**src/rtl/read_response_buffer_if.sv**
```systemverilog
// Read-response buffer bus: fabric push side, user pop side,
// occupancy/status back to the read master.
interface read_response_buffer_if #(
  parameter int DATAWIDTH      = 32,
  parameter int FIFODEPTH_LOG2 = 5
);
  logic                      control_go;
  logic [DATAWIDTH-1:0]      master_readdata;
  logic                      master_readdatavalid;
  logic [FIFODEPTH_LOG2-1:0] fifo_used;
  logic                      user_read_buffer;
  logic [DATAWIDTH-1:0]      user_buffer_data;
  logic                      user_data_available;
  logic                      fifo_full;
  logic [31:0]               words_received;
  logic                      overflow_error;
  logic                      underflow_error;

  modport slave (
    input  control_go, master_readdata,
    input  master_readdatavalid, user_read_buffer,
    output fifo_used, user_buffer_data,
    output user_data_available, fifo_full,
    output words_received, overflow_error,
    output underflow_error
  );

  modport master (
    output control_go, master_readdata,
    output master_readdatavalid, user_read_buffer,
    input  fifo_used, user_buffer_data,
    input  user_data_available, fifo_full,
    input  words_received, overflow_error,
    input  underflow_error
  );
endinterface

```
**src/rtl/read_response_buffer.sv**
```systemverilog
// Show-ahead read-data FIFO behind the read master, with occupancy
// feedback, receive counter and sticky overflow/underflow flags.
module read_response_buffer #(
  parameter int DATAWIDTH      = 32,
  parameter int FIFODEPTH      = 32,
  parameter int FIFODEPTH_LOG2 = 5
) (
  input logic clk,
  input logic reset_n,
  read_response_buffer_if.slave bus
);
  localparam int CW = FIFODEPTH_LOG2 + 1;
  localparam logic [CW-1:0] DEPTH = CW'(FIFODEPTH);
  localparam logic [CW-1:0] C_ONE = CW'(1);
  localparam logic [FIFODEPTH_LOG2-1:0] P_ONE =
    FIFODEPTH_LOG2'(1);
  localparam logic [FIFODEPTH_LOG2-1:0] USED_MAX =
    FIFODEPTH_LOG2'(FIFODEPTH - 1);

  logic [DATAWIDTH-1:0]      mem_q [FIFODEPTH];
  logic [FIFODEPTH_LOG2-1:0] wr_ptr_q, wr_ptr_d;
  logic [FIFODEPTH_LOG2-1:0] rd_ptr_q, rd_ptr_d;
  logic [CW-1:0]             count_q, count_d;
  logic [31:0]               wrc_q, wrc_d;
  logic                      ovf_q, ovf_d;
  logic                      unf_q, unf_d;
  logic                      push, pop, full_eff;

  // A pop frees the slot the same edge, so full push+pop is legal.
  assign pop      = bus.user_read_buffer & (count_q != '0);
  assign full_eff = (count_q == DEPTH) & ~pop;
  assign push     = bus.master_readdatavalid & ~full_eff;

  always_comb begin
    wr_ptr_d = wr_ptr_q;
    rd_ptr_d = rd_ptr_q;
    count_d  = count_q;
    wrc_d    = bus.control_go ? '0 : wrc_q;
    ovf_d    = bus.control_go ? 1'b0 : ovf_q;
    unf_d    = bus.control_go ? 1'b0 : unf_q;
    if (push) begin
      wr_ptr_d = wr_ptr_q + P_ONE;
      wrc_d    = wrc_d + 32'd1;
    end
    if (pop)
      rd_ptr_d = rd_ptr_q + P_ONE;
    unique case (1'b1)
      push & ~pop: count_d = count_q + C_ONE;
      pop & ~push: count_d = count_q - C_ONE;
      default:     count_d = count_q;
    endcase
    if (bus.master_readdatavalid & full_eff)
      ovf_d = 1'b1;
    if (bus.user_read_buffer & (count_q == '0))
      unf_d = 1'b1;
  end

  always_ff @(posedge clk or negedge reset_n) begin
    if (!reset_n) begin
      for (int i = 0; i < FIFODEPTH; i++)
        mem_q[i] <= '0;
      wr_ptr_q <= '0;
      rd_ptr_q <= '0;
      count_q  <= '0;
      wrc_q    <= '0;
      ovf_q    <= 1'b0;
      unf_q    <= 1'b0;
    end else begin
      if (push)
        mem_q[wr_ptr_q] <= bus.master_readdata;
      wr_ptr_q <= wr_ptr_d;
      rd_ptr_q <= rd_ptr_d;
      count_q  <= count_d;
      wrc_q    <= wrc_d;
      ovf_q    <= ovf_d;
      unf_q    <= unf_d;
    end
  end

  assign bus.user_buffer_data    = mem_q[rd_ptr_q];
  assign bus.user_data_available = (count_q != '0);
  assign bus.fifo_full           = (count_q == DEPTH);
  assign bus.fifo_used = (count_q >= DEPTH) ? USED_MAX
                       : count_q[FIFODEPTH_LOG2-1:0];
  assign bus.words_received      = wrc_q;
  assign bus.overflow_error      = ovf_q;
  assign bus.underflow_error     = unf_q;
endmodule
```
**src/flat_wrapper.sv**
```systemverilog
// flat-port wrapper written by rule: the top's interface ports become plain ports
module read_response_buffer_flat 
#(
  parameter int DATAWIDTH      = 32,
  parameter int FIFODEPTH      = 32,
  parameter int FIFODEPTH_LOG2 = 5
)
  (clk, reset_n, bus_control_go, bus_master_readdata, bus_master_readdatavalid, bus_user_read_buffer, bus_fifo_used, bus_user_buffer_data, bus_user_data_available, bus_fifo_full, bus_words_received, bus_overflow_error, bus_underflow_error);
  read_response_buffer_if #(.DATAWIDTH(DATAWIDTH), .FIFODEPTH_LOG2(FIFODEPTH_LOG2)) bus_i ();
  input logic clk;
  input logic reset_n;
  input wire logic [$bits(bus_i.control_go)-1:0] bus_control_go;
  input wire logic [$bits(bus_i.master_readdata)-1:0] bus_master_readdata;
  input wire logic [$bits(bus_i.master_readdatavalid)-1:0] bus_master_readdatavalid;
  input wire logic [$bits(bus_i.user_read_buffer)-1:0] bus_user_read_buffer;
  output wire logic [$bits(bus_i.fifo_used)-1:0] bus_fifo_used;
  output wire logic [$bits(bus_i.user_buffer_data)-1:0] bus_user_buffer_data;
  output wire logic [$bits(bus_i.user_data_available)-1:0] bus_user_data_available;
  output wire logic [$bits(bus_i.fifo_full)-1:0] bus_fifo_full;
  output wire logic [$bits(bus_i.words_received)-1:0] bus_words_received;
  output wire logic [$bits(bus_i.overflow_error)-1:0] bus_overflow_error;
  output wire logic [$bits(bus_i.underflow_error)-1:0] bus_underflow_error;
  assign bus_i.control_go = bus_control_go;
  assign bus_i.master_readdata = bus_master_readdata;
  assign bus_i.master_readdatavalid = bus_master_readdatavalid;
  assign bus_i.user_read_buffer = bus_user_read_buffer;
  assign bus_fifo_used = bus_i.fifo_used;
  assign bus_user_buffer_data = bus_i.user_buffer_data;
  assign bus_user_data_available = bus_i.user_data_available;
  assign bus_fifo_full = bus_i.fifo_full;
  assign bus_words_received = bus_i.words_received;
  assign bus_overflow_error = bus_i.overflow_error;
  assign bus_underflow_error = bus_i.underflow_error;
  read_response_buffer #(.DATAWIDTH(DATAWIDTH), .FIFODEPTH(FIFODEPTH), .FIFODEPTH_LOG2(FIFODEPTH_LOG2)) u_core (.clk(clk), .reset_n(reset_n), .bus(bus_i));
endmodule
```
**config.mk**
```make
export PLATFORM = sky130hd
export DESIGN_NAME = read_response_buffer_flat
export DESIGN_NICKNAME = d
export VERILOG_FILES = /design/src/rtl/read_response_buffer_if.sv /design/src/rtl/read_response_buffer.sv /design/src/flat_wrapper.sv
export SDC_FILE = /design/constraint.sdc
export NUM_CORES = 2
export LEC_CHECK = 0
export BUFFER_PORTS_ARGS = -buffer_cell sky130_fd_sc_hd__buf_4
export CAP_MARGIN = 20
export CORE_MARGIN = 2
export CORE_UTILIZATION = 25
export CTS_CLUSTER_SIZE = 8
export DETAILED_ROUTE_END_ITERATION = 6
export SYNTH_ARGS = -nofsm -noshare
export SYNTH_HDL_FRONTEND = slang
export SYNTH_SLANG_ARGS = --single-unit
```
**constraint.sdc**
```tcl
create_clock -name clk -period 3 [get_ports clk]
set_input_delay 0.9 -clock clk [delete_from_list [all_inputs] [get_ports clk]]
set_output_delay 0.9 -clock clk [all_outputs]
set_load 0.01 [all_outputs]
```
-- Yosys cells after proc, flatten, opt, wreduce, memory -nomap -nowiden
Cells that the tools add are included.
- register bits after elaboration: 1074
- output and inout bits: 73
- logic and storage cells: 79
- add/sub/neg operators: 5
- magnitude comparators: 4
- equal/unequal tests: 1
- mux-type cells: 13
- bitwise operators: 12
- reductions and logical operators: 6
- operators with widths (operator ; number):
    $bwmux W1024 ; 1
    $bmux W32 S5 ; 1
    $demux W32 S5 ; 1
    $mux W32 ; 5
    $add A32 B1 Y32 const B ; 1
    $ge A6 B6 Y1 const B ; 3
    $not A5 Y6 ; 2
    $pmux W6 S2 ; 1
    $add A5 B1 Y5 const B ; 2
    $and A1 B1 Y1 ; 7
    $add A6 B1 Y6 const B ; 1
    $eq A6 B6 Y1 const B ; 1
    $logic_not A6 Y1 ; 1
    $lt A6 B1 Y1 const B ; 1
    $reduce_bool A2 Y1 ; 3
    $reduce_bool A6 Y1 ; 1
    $sub A6 B1 Y6 const B ; 1
    $mux W5 ; 1
    $mux W1 ; 3
    $not A1 Y1 ; 3
    $logic_and A1 B1 Y1 ; 1

-- Logic depth before layout (Yosys ltp)
- depth after elaboration: 9
- mapped depth: 13

-- Least setup slack after synthesis
OpenSTA, ideal clock, no wires.
- path kind: register to output
- from: register u_core.rd_ptr_q[1]
- to: output bus_user_buffer_data[29]
- arrival: 2.204 ns
- required time: 2.100 ns
- slack: -0.104 ns
- stages on the path, launching flop included: 9
- path buffers: 4
- cell sequence: dfrtp_1 -> clkbuf_1 -> clkbuf_1 -> buf_2 -> clkbuf_1 -> mux4_2 -> a211oi_1 -> a21oi_1 -> o21a_1
- longest elaborated chain between the ends: 4
- ends and longest elaborated chain (item ; line ; text):
    from (decl) ; read_response_buffer.sv:22 ; logic [FIFODEPTH_LOG2-1:0] rd_ptr_q, rd_ptr_d;
    from (signal assigned) ; read_response_buffer.sv:72 ; rd_ptr_q <= rd_ptr_d;
    $not A5 Y6 (not written as such) ; read_response_buffer.sv:80 ; assign bus.user_buffer_data = mem_q[rd_ptr_q];
    $bmux W32 S5 ; read_response_buffer.sv:80 ;
    $mux W32 (not written as such) (2 in series) ; read_response_buffer.sv:80 ;
    to (decl) ; flat_wrapper.sv:17 ; output wire logic [$bits(bus_i.user_buffer_data)-1:0] bus_user_buffer_data;
No other way between the ends. The select of a mux whose other input is x is not followed.

-- Final worst setup path
- from: register u_core.rd_ptr_q[0]
- to: output bus_user_buffer_data[3]
Same word-level chain as after synthesis.

==> summary.md <==
| Metric | Value |
|---|---|
| RSZ-0062 raised after global routing | `yes` |
| Final std cells w/o fill | `around 6100` |
| Crit path cell chain | `buf_12, buf_16, buf_16, mux4_2, mux2i_1, o21ai_2, a21o_1, buf_6` |
| Final ANT Viol Nets | `0` |
| Pin count of the biggest net entering global routing | `between 90 and 100` |
| Status | `finished with violations` |
| Synthesis Warnings | `0` |
| Top area cells in the synthesized netlist | `dfrtp_1 55%, mux2_2 24%, mux4_2 12%` |
| Routability cong. | `about 0.77` |
| Clk_skew | `between 20 and 30 ps` |
| Clk buf depth | `3` |
| Wire per inst | `about 23 um` |
| HPWL after DPL | `86.0 mm` |
| Commonest non-fill, non-tap cell in the layout | `dfrtp_1` |
| Launch point of the worst reg-to-reg path | `u_core.count_q[4]` |
| First-pass GRT wire length | `~210 mm` |
| Boundary Pins | `110` |
| CP endpoint kind | `primary output` |
| Post-synthesis cell type count | `between 40 and 50` |
| Data arrival, critical path | `around 3000 ps` |
| Number of max-cap violations | `0` |
| H-tree levels | `4` |
| Sink Count | `roughly 1100` |
| Least-Margin Pin Slew | `just under 1000 ps` |
| Clk slew on worst S/H paths | `around 50 ps` |
| Hold WS | `approximately 80 ps` |
| Worst setup path startpoint | `u_core.rd_ptr_q[0]` |
| Worst setup endpoint | `bus_user_buffer_data[3]` |
| Remaining global-route overflow | `0` |
| Register area share after synthesis | `54.9%` |
| Post-CTS Hold Fix Bufs | `0` |
| VDD IR max | `about 0.00071 V` |
| Setup crit start kind | `flip-flop` |
| Final nets | `~3500` |
| Initial antenna violation count | `8` |
| First drt pass iteration count | `5` |
| Worst skew pair latency | `760 ps` |
| Hold Path Class | `in2async` |
| Fillers | `19000` |
| FMAX | `260 MHz` |
| Fin crit share | `128%` |
| Post-Synthesis Cells | `about 3200` |
| Layout cells sized above 1 | `between 50% and 60%` |
| Max-Slew Margin vs Limit | `35.3%` |
| FF-to-FF setup slack | `around 260 ps` |
| Total CTS buffers | `153` |
| R2R cell count | `10` |
| Endpoints failing hold | `0` |
| PD cells | `between 1000 and 1500 nW/um^2` |
| Area of the die | `around 200000 um^2` |
| Vias in the first global route | `approximately 31000` |
| GRT Total Usage | `between 10% and 20%` |
| Leading area contributor after synthesis | `dfrtp_1` |
| Register Area | `26900 um^2` |
| Leak | `roughly 27 nW` |
| Post-synth ARST share | `100%` |
| Critical-path maximum fanout | `13` |
| Placed cell count | `between 5000 and 6000` |
| Synth Flop Type | `dfrtp_1` |
| Chip width | `447 um` |
| DR vias | `29100` |
| Period minus WS final | `roughly 3900 ps` |
| Initial core utilization | `between 20% and 30%` |
| Worst Path Required | `about 2100 ps` |
| Most common cell on crit path | `buf_16` |
| Detailed Route WL | `approximately 140 mm` |
| Syn Nets | `approximately 3300` |
| Slew Limit Fails | `0` |
| Avg Inst Size Synth | `around 15 um^2` |
| Core Region | `between 150000 and 200000 um^2` |
| Reg2reg end | `u_core.count_q[5]` |
| Yosys top cell area share | `between 50% and 60%` |
| CTS tree | `done` |
| Tot Pwr | `about 64 mW` |
| Port bufs | `around 110` |
| Most frequent cells in the layout | `1069 x dfrtp_1, 1039 x mux2_2, 256 x mux4_2, 225 x buf_4, 163 x clkbuf_16` |
| # rows | `approximately 160` |
| Worst setup margin | `-852 ps` |
| P&R area growth vs syn | `24.4%` |
| CTS Root Cell | `clkbuf_16` |
| DIE HEIGHT | `447 um` |
| Mapped Area | `49000 um^2` |
| Setup CP Type | `reg2out` |
| Failing checks | `negative setup slack` |
| Area occupied by multi-input gates | `about 21000 um^2` |
| 1st-iter DRT viols | `approximately 1600` |
| Post-synth EDFFs | `0` |
| Yosys reg bits | `~1100` |
| CP peak stage delay | `about 500 ps` |
| Max stage delay cell, worst path | `mux4_2` |
| Post-DR vias/cell | `around 4.7` |
| Detailed-route DRC error count | `0` |
| Final setup violation count | `32` |
-- area by class of cell --
cell class,instances,share of cell area [%]
Antenna cell,2,0.00821
Timing Repair Buffer,412,8.50
Tap cell,2624,5.39
Sequential cell,1074,44.1
Clock inverter,11,0.349
Multi-Input combinational cell,1830,35.0
Clock buffer,166,6.60
Inverter,12,0.0739
-- stage by stage --
| step | util (%) | setup WS [ps] | TNS, ps | instance area [um^2] |
|---|---|---|---|---|
| 6_report | 31.3 | -852 | -25160 | 61000 |
| 4_1_cts | 31.0 | -949 | -28090 | 60400 |
| 3_3_place_gp | 28.4 | -336 | -77780 | 55300 |
| 3_5_place_dp | 28.4 | -321 | -62840 | 55300 |
| 2_1_floorplan | - | 3.66 | 0 | 49000 |
| 5_1_grt | 31.3 | -926 | -28460 | 61000 |
-- cell families (layout without fill, tap and decap cells) --
family | count (synthesis) | in the layout | synth area share, %
other cells | 0 | 2 | 0
compound gates | 168 | 168 | 2.22
mux | 1332 | 1332 | 36.4
flops | 1074 | 1074 | 54.9
xor+xnor | 35 | 35 | 0.626
fa+ha+maj | 9 | 9 | 0.230
buf+inv | 320 | 601 | 2.65
simple gates | 286 | 286 | 2.98
-- cells in the mapped netlist (19+ instances only) --
cell type,instances
mux4_2,256
mux2_2,1044
buf_2,78
nand4_1,27
clkbuf_1,213
nor2_1,34
o21ai_0,31
a21o_1,20
nor2b_1,24
dfrtp_1,1074
a21oi_1,28
mux2i_1,32
a31oi_1,19
a22oi_1,34
xnor2_1,25
nand2_1,89
nand3_1,49
-- repair_timing --
| action | in CTS | in global routing |
|---|---|---|
| setup endpoints to repair | 32 | 32 |
| gates cloned | 4 | 5 |
| buffers inserted | 37 | 25 |
| pin swaps | 19 | 13 |
| resized for setup | 101 | 57 |
-- state kept, by name, summed over array words and instances, names as in the netlist --
register                    count
u_core.mem_q                 1024
u_core.bus.words_received      32
u_core.count_q                  6
u_core.rd_ptr_q                 5
u_core.wr_ptr_q                 5
u_core.bus.overflow_error       1
u_core.bus.underflow_error      1
-- worst max-delay path, delay by kind of cell, from the launching register on --
| kind | cells | cell delay [ps] |
|---|---|---|
| DFF | 1 | 470 |
| AOI/OAI and AO/OA | 2 | 350 |
| muxes | 2 | 720 |
| buffers and inverters | 4 | 630 |
-- routing by layer --
layer  track usage [%]  vias up  part of all wire [%]
met5                 0        -                     0
met4              4.65        0                   2.9
met3              2.23      243                   3.4
met2              23.6      592                    50
met1              17.9    15800                    44
li1                  -    12400                     -
-- power by group --
part / switching (mW) / internal (mW)
combinational: 10.4 / 14.6
clock: 6.28 / 9.47
sequential: 3.05 / 20.3
-- how the worst min path moves through the flow --
stage                            from                end  cells past startpoint
floorplan           u_core.mem_q[416]  u_core.mem_q[416]                      1
global placement    u_core.mem_q[946]  u_core.mem_q[946]                      1
detailed placement  u_core.mem_q[720]  u_core.mem_q[720]                      1
CTS                           reset_n  u_core.mem_q[907]                      1
global route                  reset_n  u_core.mem_q[372]                      1
finish                        reset_n  u_core.mem_q[907]                      1
(Power assumes the default switching activity.)
